<file path="src/rtl/mem_access_ctrl_if.sv">
// Pipeline-side request handshake and data-memory bus of the memory-stage controller.
// The controller takes the slave view; the pipeline/memory environment takes the master view.
interface mem_access_ctrl_if #(
  parameter int ADDR_W = 16,
  parameter int DATA_W = 16
);
  logic              req_valid;
  logic              req_write;
  logic [ADDR_W-1:0] req_addr;
  logic [DATA_W-1:0] req_wdata;
  logic              req_halt;
  logic              stall;
  logic [DATA_W-1:0] rdata;
  logic              rdata_valid;
  logic              err;
  logic [1:0]        err_code;
  logic [ADDR_W-1:0] mem_addr;
  logic [DATA_W-1:0] mem_in;
  logic              mem_read;
  logic              mem_write;
  logic              mem_dump;
  logic [DATA_W-1:0] mem_out;
  logic              mem_done;

  modport slave (
    input  req_valid, req_write, req_addr, req_wdata, req_halt, mem_out, mem_done,
    output stall, rdata, rdata_valid, err, err_code,
           mem_addr, mem_in, mem_read, mem_write, mem_dump
  );

  modport master (
    output req_valid, req_write, req_addr, req_wdata, req_halt, mem_out, mem_done,
    input  stall, rdata, rdata_valid, err, err_code,
           mem_addr, mem_in, mem_read, mem_write, mem_dump
  );
endinterface

</file>
<file path="src/rtl/mem_access_ctrl.sv">
// Memory-stage request controller: one load/store per handshake, single-cycle strobes,
// stall until mem_done or timeout, alignment check and one-shot dump on halt.
module mem_access_ctrl #(
  parameter int ADDR_W      = 16,
  parameter int DATA_W      = 16,
  parameter int TIMEOUT     = 15,
  parameter int ALIGN_CHECK = 1
) (
  input logic             clk,
  input logic             rst,
  mem_access_ctrl_if.slave bus
);
  localparam int              CNT_W = $clog2(TIMEOUT + 1);
  localparam logic [CNT_W-1:0] TMO  = CNT_W'(TIMEOUT);

  typedef enum logic [2:0] {IDLE, ISSUE, WAIT, DONE, DUMP, HALTED} state_t;

  state_t            state;
  logic [ADDR_W-1:0] addr_q;
  logic [DATA_W-1:0] wdata_q;
  logic [DATA_W-1:0] rdata_q;
  logic              write_q;
  logic [1:0]        err_code_q;
  logic [CNT_W-1:0]  cnt;
  logic              rd_q, wr_q, dump_q, rv_q, err_q;
  logic              misaligned;

  assign misaligned = (ALIGN_CHECK != 0) && bus.req_addr[0];

  assign bus.rdata       = rdata_q;
  assign bus.rdata_valid = rv_q;
  assign bus.err         = err_q;
  assign bus.err_code    = err_code_q;
  assign bus.mem_addr    = addr_q;
  assign bus.mem_in      = wdata_q;
  assign bus.mem_read    = rd_q;
  assign bus.mem_write   = wr_q;
  assign bus.mem_dump    = dump_q;

  always_comb begin
    bus.stall = 1'b1;
    case (state)
      IDLE:    bus.stall = bus.req_halt || (bus.req_valid && !misaligned);
      DONE:    bus.stall = 1'b0;
      default: bus.stall = 1'b1;
    endcase
  end

  // Pulse outputs are set on the transition into the state that owns them,
  // so they come straight off flops and last exactly one cycle.
  always_ff @(posedge clk or negedge rst) begin
    if (!rst) begin
      state      <= IDLE;
      addr_q     <= '0;
      wdata_q    <= '0;
      rdata_q    <= '0;
      write_q    <= 1'b0;
      err_code_q <= '0;
      cnt        <= '0;
      rd_q       <= 1'b0;
      wr_q       <= 1'b0;
      dump_q     <= 1'b0;
      rv_q       <= 1'b0;
      err_q      <= 1'b0;
    end else begin
      rd_q   <= 1'b0;
      wr_q   <= 1'b0;
      dump_q <= 1'b0;
      rv_q   <= 1'b0;
      err_q  <= 1'b0;
      case (state)
        IDLE: begin
          if (bus.req_halt) begin
            state  <= DUMP;
            dump_q <= 1'b1;
          end else if (bus.req_valid) begin
            if (misaligned) begin
              err_q      <= 1'b1;
              err_code_q <= 2'b01;
            end else begin
              addr_q  <= bus.req_addr;
              wdata_q <= bus.req_wdata;
              write_q <= bus.req_write;
              rd_q    <= !bus.req_write;
              wr_q    <= bus.req_write;
              state   <= ISSUE;
            end
          end
        end
        ISSUE: begin
          cnt <= '0;
          if (bus.mem_done) begin
            state <= DONE;
            if (!write_q) begin
              rdata_q <= bus.mem_out;
              rv_q    <= 1'b1;
            end
          end else begin
            state <= WAIT;
          end
        end
        WAIT: begin
          if (bus.mem_done) begin
            state <= DONE;
            if (!write_q) begin
              rdata_q <= bus.mem_out;
              rv_q    <= 1'b1;
            end
          end else begin
            if (cnt != TMO) cnt <= cnt + CNT_W'(1);
            if (cnt + CNT_W'(1) == TMO) begin
              state      <= DONE;
              err_q      <= 1'b1;
              err_code_q <= 2'b10;
            end
          end
        end
        DONE:    state <= IDLE;
        DUMP:    state <= HALTED;
        HALTED:  state <= HALTED;
        default: state <= IDLE;
      endcase
    end
  end
endmodule
</file>
<file path="src/flat_wrapper.sv">
// flat-port wrapper written by rule: the top's interface ports become plain ports
module mem_access_ctrl_flat 
#(
  parameter int ADDR_W      = 16,
  parameter int DATA_W      = 16,
  parameter int TIMEOUT     = 15,
  parameter int ALIGN_CHECK = 1
)
  (clk, rst, bus_req_valid, bus_req_write, bus_req_addr, bus_req_wdata, bus_req_halt, bus_mem_out, bus_mem_done, bus_stall, bus_rdata, bus_rdata_valid, bus_err, bus_err_code, bus_mem_addr, bus_mem_in, bus_mem_read, bus_mem_write, bus_mem_dump);
  mem_access_ctrl_if #(.ADDR_W(ADDR_W), .DATA_W(DATA_W)) bus_i ();
  input logic clk;
  input logic rst;
  input wire logic [$bits(bus_i.req_valid)-1:0] bus_req_valid;
  input wire logic [$bits(bus_i.req_write)-1:0] bus_req_write;
  input wire logic [$bits(bus_i.req_addr)-1:0] bus_req_addr;
  input wire logic [$bits(bus_i.req_wdata)-1:0] bus_req_wdata;
  input wire logic [$bits(bus_i.req_halt)-1:0] bus_req_halt;
  input wire logic [$bits(bus_i.mem_out)-1:0] bus_mem_out;
  input wire logic [$bits(bus_i.mem_done)-1:0] bus_mem_done;
  output wire logic [$bits(bus_i.stall)-1:0] bus_stall;
  output wire logic [$bits(bus_i.rdata)-1:0] bus_rdata;
  output wire logic [$bits(bus_i.rdata_valid)-1:0] bus_rdata_valid;
  output wire logic [$bits(bus_i.err)-1:0] bus_err;
  output wire logic [$bits(bus_i.err_code)-1:0] bus_err_code;
  output wire logic [$bits(bus_i.mem_addr)-1:0] bus_mem_addr;
  output wire logic [$bits(bus_i.mem_in)-1:0] bus_mem_in;
  output wire logic [$bits(bus_i.mem_read)-1:0] bus_mem_read;
  output wire logic [$bits(bus_i.mem_write)-1:0] bus_mem_write;
  output wire logic [$bits(bus_i.mem_dump)-1:0] bus_mem_dump;
  assign bus_i.req_valid = bus_req_valid;
  assign bus_i.req_write = bus_req_write;
  assign bus_i.req_addr = bus_req_addr;
  assign bus_i.req_wdata = bus_req_wdata;
  assign bus_i.req_halt = bus_req_halt;
  assign bus_i.mem_out = bus_mem_out;
  assign bus_i.mem_done = bus_mem_done;
  assign bus_stall = bus_i.stall;
  assign bus_rdata = bus_i.rdata;
  assign bus_rdata_valid = bus_i.rdata_valid;
  assign bus_err = bus_i.err;
  assign bus_err_code = bus_i.err_code;
  assign bus_mem_addr = bus_i.mem_addr;
  assign bus_mem_in = bus_i.mem_in;
  assign bus_mem_read = bus_i.mem_read;
  assign bus_mem_write = bus_i.mem_write;
  assign bus_mem_dump = bus_i.mem_dump;
  mem_access_ctrl #(.ADDR_W(ADDR_W), .DATA_W(DATA_W), .TIMEOUT(TIMEOUT), .ALIGN_CHECK(ALIGN_CHECK)) u_core (.clk(clk), .rst(rst), .bus(bus_i));
endmodule
</file>
<file path="config.mk">
export PLATFORM = sky130hd
export DESIGN_NAME = mem_access_ctrl_flat
export DESIGN_NICKNAME = d
export VERILOG_FILES = /design/src/rtl/mem_access_ctrl_if.sv /design/src/rtl/mem_access_ctrl.sv /design/src/flat_wrapper.sv
export SDC_FILE = /design/constraint.sdc
export NUM_CORES = 1
export LEC_CHECK = 0
export BUFFER_PORTS_ARGS = -buffer_cell sky130_fd_sc_hd__buf_2
export CAP_MARGIN = 20
export CORE_ASPECT_RATIO = 0.7
export CORE_UTILIZATION = 47
export CTS_CLUSTER_DIAMETER = 200
export CTS_CLUSTER_SIZE = 16
export DETAILED_ROUTE_END_ITERATION = 16
export GPL_TIMING_DRIVEN = 0
export HOLD_SLACK_MARGIN = 0.03
export PLACE_DENSITY = 0.77
export SYNTH_ARGS = -nofsm -noshare
export SYNTH_HDL_FRONTEND = slang
export SYNTH_SLANG_ARGS = --single-unit
</file>
<file path="constraint.sdc">
create_clock -name clk -period 2.23 [get_ports clk]
set_clock_uncertainty 0.15 [all_clocks]
set_input_delay 0.223 -clock clk [delete_from_list [all_inputs] [get_ports clk]]
set_output_delay 0.223 -clock clk [all_outputs]
set_load 0.05 [all_outputs]
</file>
Word level (Yosys, flattened, before mapping)
Index checks and enable logic that the tools add are counted.
{ "classes": {"add_sub_neg": 1, "n_mul": 0, "div_mod_pow": 0, "order_cmp": 0, "eq_ne": 16, "shift": 0, "n_mux": 36, "bitwise": 3, "n_reduce_logical": 14} }
{ "ops": {"columns": ["op", "count"], "rows": [
  ["1-bit 2-to-1 mux", 19],
  ["3-bit 2-to-1 mux", 5],
  ["3-bit one-hot mux with 4 select lines", 1],
  ["2-bit 2-to-1 mux", 5],
  ["3-bit AND reduction", 3],
  ["4-bit 2-to-1 mux", 2],
  ["2-bit inequality test, second input constant", 4],
  ["4-bit one-hot mux with 2 select lines", 1],
  ["3-bit by 2-bit equality test with 1-bit output, second input constant", 2],
  ["3-bit equality test, second input constant", 2],
  ["3-bit inequality test, second input constant", 2],
  ["6-bit AND reduction", 1],
  ["4-bit by 1-bit adder with 4-bit output, second input constant", 1],
  ["4-bit equality test, second input constant", 1],
  ["2-bit by 1-bit inequality test with 1-bit output, second input constant", 2],
  ["4-bit inequality test, second input constant", 1],
  ["1-bit one-hot mux with 2 select lines", 2],
  ["2-bit one-hot mux with 2 select lines", 1],
  ["4-bit AND reduction", 1],
  ["2-bit nonzero test", 2],
  ["2-bit OR reduction", 2],
  ["3-bit by 1-bit equality test with 1-bit output, second input constant", 1],
  ["3-bit logical NOT", 1],
  ["3-bit by 2-bit inequality test with 1-bit output, second input constant", 1],
  ["4 further kinds", 7]
]} }
{ "totals": {"register_bits": 62, "latchBits": 0, "ramBits": 0, "romBits": 0, "elab_cells": 82, "n_memories": 0} }

Depth between registers and ports, before layout
{ "logic_depth": {"depth_word": 5, "depth_mapped": 5} }

Least setup slack after synthesis
Ideal clock, no wire load.
{ "synth_timing": {"kind": "flip-flop to flip-flop", "from": "reg u_core.state[0]", "to": "reg u_core.rdata_q[10], in the netlist u_core.bus.rdata[10]", "arrival_ns": 1.596, "t_required_ns": 1.955, "path_slack_ns": 0.359, "path_stages_with_launch": 6, "path_buffers": 2, "synth_period_minus_slack_ns": 1.871, "cell_sequence": "dfrtp_1 > buf_6 > xnor2_1 > nor4b_4 > buf_6 > mux2_2"} }
{ "synth_between": {"elab_chain_cells": 3} }
{ "synth_rtl": {"columns": ["element", "line", "text"], "rows": [
  ["start: declaration", "mem_access_ctrl.sv:18", "state_t state;"],
  ["start signal: assignment", "mem_access_ctrl.sv:53", "state <= IDLE;"],
  ["start signal: assignment", "mem_access_ctrl.sv:74", "state <= DUMP;"],
  ["start signal: assignment", "mem_access_ctrl.sv:86", "state <= ISSUE;"],
  ["3-bit by 1-bit equality test with 1-bit output or 3-bit by 2-bit equality test with 1-bit output (tied branches)", "mem_access_ctrl.sv:71", "case (state)"],
  ["2-bit OR reduction (no source line) (*)", null, null],
  ["3-bit AND reduction (no source line) (*)", null, null],
  ["end signal: assignment", "mem_access_ctrl.sv:95", "rdata_q <= bus.mem_out;"],
  ["end signal: assignment", "mem_access_ctrl.sv:106", "rdata_q <= bus.mem_out;"],
  ["end: declaration", "mem_access_ctrl.sv:21", "logic [DATA_W-1:0] rdata_q;"]
]} }
Mark *: on every way between the ends. The rest lies on a longest branch, timed or not.
A chain may end at the register's enable or synchronous reset.

Worst setup path after layout
{ "layout_timing": {"from": "reg u_core.state[1]", "to": "out bus_stall"} }
{ "layout_between": {"elab_chain_cells": 2} }
{ "layout_rtl": {"columns": ["element", "line", "text"], "rows": [
  ["3-bit by 2-bit equality test with 1-bit output or 3-bit logical NOT (tied branches)", "mem_access_ctrl.sv:42", "case (state)"],
  ["1-bit one-hot mux with 2 select lines (*)", "mem_access_ctrl.sv:42", null],
  ["end: declaration", "flat_wrapper.sv:20", "output wire logic [$bits(bus_i.stall)-1:0] bus_stall;"]
]} }
Marked as above.

==> results.toml <==
[cts]
root_buffer = "clkbuf_8"
clk_latency_ns = 0.33
clk_pin_slew_ns = 0.07
ctsResizeCount = 0
htreeDepth = 3
ctsHoldBuffers = 49
cts_buffers = 9
tritoncts = "built"
clock-sinks = 62
clockBufferDepth = 2
cts_setup_buffers = 0

[die]
fp.dieW_um = 89.1
floorplan.initialDensity_pct = 50.6
ioPinCount = 110
rows = 21
coreArea_mm2 = 0.00494
die_h_um = 63.0
dieArea_mm2 = 0.00562

[timing]
max_clock_freq_mhz = 478
setup-tns-final_ns = 0
rsz0062_at_grt = "false"
worst_pin_slew_ns = 0.574
finalSetupViolations = 0
slew_violations = 0
fin_crit_ns = 2.09
final.period_utilization_pct = 93.8
whs_ns = 0.0478
maxSlewHeadroom_pct = 61.6
finalHoldViolCount = 0

[pwr]
p_per_area_mw_per_mm2 = 1590
ir_worst_vdd_uv = 1040
power.leakage_nw = 1.90

[route]
via_count = 2009
drtAntennaViolNets = 0
drt_iter0_drc = 116
dr.pass1.iters = 4
post_drt_wl_per_cell_um = 15.2
routed_via_density = 4.85
drcViolationCount = 0
wirelength_um = 6300

[setup_path]
r2r_cells = 5
cp.required_ns = 1.86
start_kind = "flip-flop"
cp-end-kind = "output pin"
crit_type = "flip-flop to output pin"
crit_path_max_fanout = 10
critPathArrivalTime_ns = 1.72

[global_route]
antenna_found_initial = 0
grt_overflow = 0
grt_pass1_wl_um = 10200
grt_pass1_vias = 2107
grt_max_degree = 42
grtUsageTotal_pct = 24.7

[final_layout]
syn_to_final_growth_pct = 54.4
fillers = 319
layout.nets = 396
layout-drive-gt1-share_pct = 52.5
diodes = 0

[hold_path]
hold_path.class = "input pin to flip-flop"
hold_path_depth = 2

[logic_synthesis]
syn_avg_cell_area_um2 = 14.6
syn-instance-count = 171
synth_top_area_share_pct = 62.1
async_reset_ff_share_pct = 100
synth_nets = 227
synth.largest_area_cell = "dfrtp_1"
yosys_warnings = 0
ys_types = 32
syn_area_mm2 = 0.00250
synthFlopType = "dfrtp_1"
ys_seq_area_share_pct = 62.1
synth_edf_count = 0
ys_ff_latch = 62
synthTopCellsByArea = "dfrtp_1 (62%), mux2_2 (21%), buf_6 (2.3%), o21ai_0 (1.6%), ha_1 (1.0%)"

[status]
status = "finished, final reports clean"

[placed_design]
hpwlAfterDp_um = 3890
place_congestion = 0.747
io_buffers = 108

[job]
cap_violations = 0
[stage by stage]
step / util [%] / area (µm²) / power [mW] / instances / setup WS, ns
floorplan: - / 2500 / 4.25 / 171 / 0.359
global placement: 63.3 / 3130 / 4.89 / 348 / 0.151
detailed placement: 63.7 / 3150 / 4.97 / 349 / 0.166
CTS: 78.1 / 3860 / 6.13 / 414 / 0.151
global route: 78.1 / 3860 / 6.45 / 414 / 0.0532
finish: 78.1 / 3860 / 6.14 / 414 / 0.138
[cell usage in the layout (no fill, tap or decap), drive strengths merged, types with 3 or more instances in the layout]
master / synthesis / final
buf: 6 / 115
dfrtp: 62 / 62
dlygate4sd3: 0 / 49
mux2: 47 / 47
clkbuf: 2 / 12
o21ai: 8 / 8
nand3: 5 / 5
nand2: 5 / 5
nor2b: 4 / 4
nor2: 4 / 4
inv: 3 / 3
nor4b: 3 / 3
[registers in the layout, indices dropped and copies added, names as in the netlist]
register and cells:
u_core.bus.mem_dump 1, u_core.bus.err_code 2, u_core.bus.err 1, u_core.bus.mem_write 1
u_core.bus.rdata 16, u_core.bus.mem_in 16, u_core.bus.rdata_valid 1, u_core.bus.mem_addr 15
u_core.bus.mem_read 1, u_core.write_q 1, u_core.cnt 4, u_core.state 3
[cells in the mapped netlist (all sizes together), types with 3 or more instances]
| cell | instances |
|---|---|
| buf | 6 |
| dfrtp | 62 |
| inv | 3 |
| mux2 | 47 |
| nand2 | 5 |
| nand3 | 5 |
| nor2 | 4 |
| nor2b | 4 |
| nor4b | 3 |
| o21ai | 8 |
[cells by family after synthesis]
kind of cell	share of synthesized area [%]
flops	62.1
mux	21.2
simple gates	6.96
compound gates	4.61
buf+inv	3.30
fa+ha+maj	1.00
xor+xnor	0.701
other cells	0.150
[where the power goes]
part,switching [mW],total [mW],internal [mW]
sequential,0.299,1.92,1.62
combinational,2.21,3.14,0.926
clock,0.429,1.08,0.655
total,2.94,6.14,3.21
[final cells by class]
cell class	count	area [µm²]	area share, %
buffer	8	71.3	1.85
clock buffer	10	138	3.57
clock inverter	6	85.1	2.20
inverter	3	11.3	0.292
multi-input combinational	98	865	22.4
sequential	62	1550	40.2
tap	69	86.3	2.24
timing repair buffer	158	1050	27.2
[per-layer routing]
metal / track usage [%] / routed length, µm / up-vias
met5: 0 / 0 / -
met4: 8.53 / 95 / 0
met3: 10.0 / 565 / 12
met2: 42.1 / 3060 / 98
met1: 27.8 / 2580 / 956
li1: - / - / 943
[path summary, 6_finish.rpt]
check                                             from                endpoint  slack, ns
worst max register to register         u_core.state[0]    u_core.bus.rdata[12]       0.18
worst min-delay path                      bus_req_halt     u_core.bus.mem_dump       0.05
max in group asynchronous                          rst    u_core.bus.rdata[13]       1.08
worst min register to register  u_core.bus.err_code[1]  u_core.bus.err_code[1]       0.34
worst max-delay path                   u_core.state[1]               bus_stall       0.14
min in group asynchronous                          rst  u_core.bus.mem_addr[9]       0.26
[worst max-delay path, cell delays in order, from the launching register on]
cell and delay, ns:
dfrtp_1 0.45, clkbuf_1 0.33, a21oi_1 0.11, or2_2 0.27, buf_2 0.21
Power figures use the tool's default switching activity.
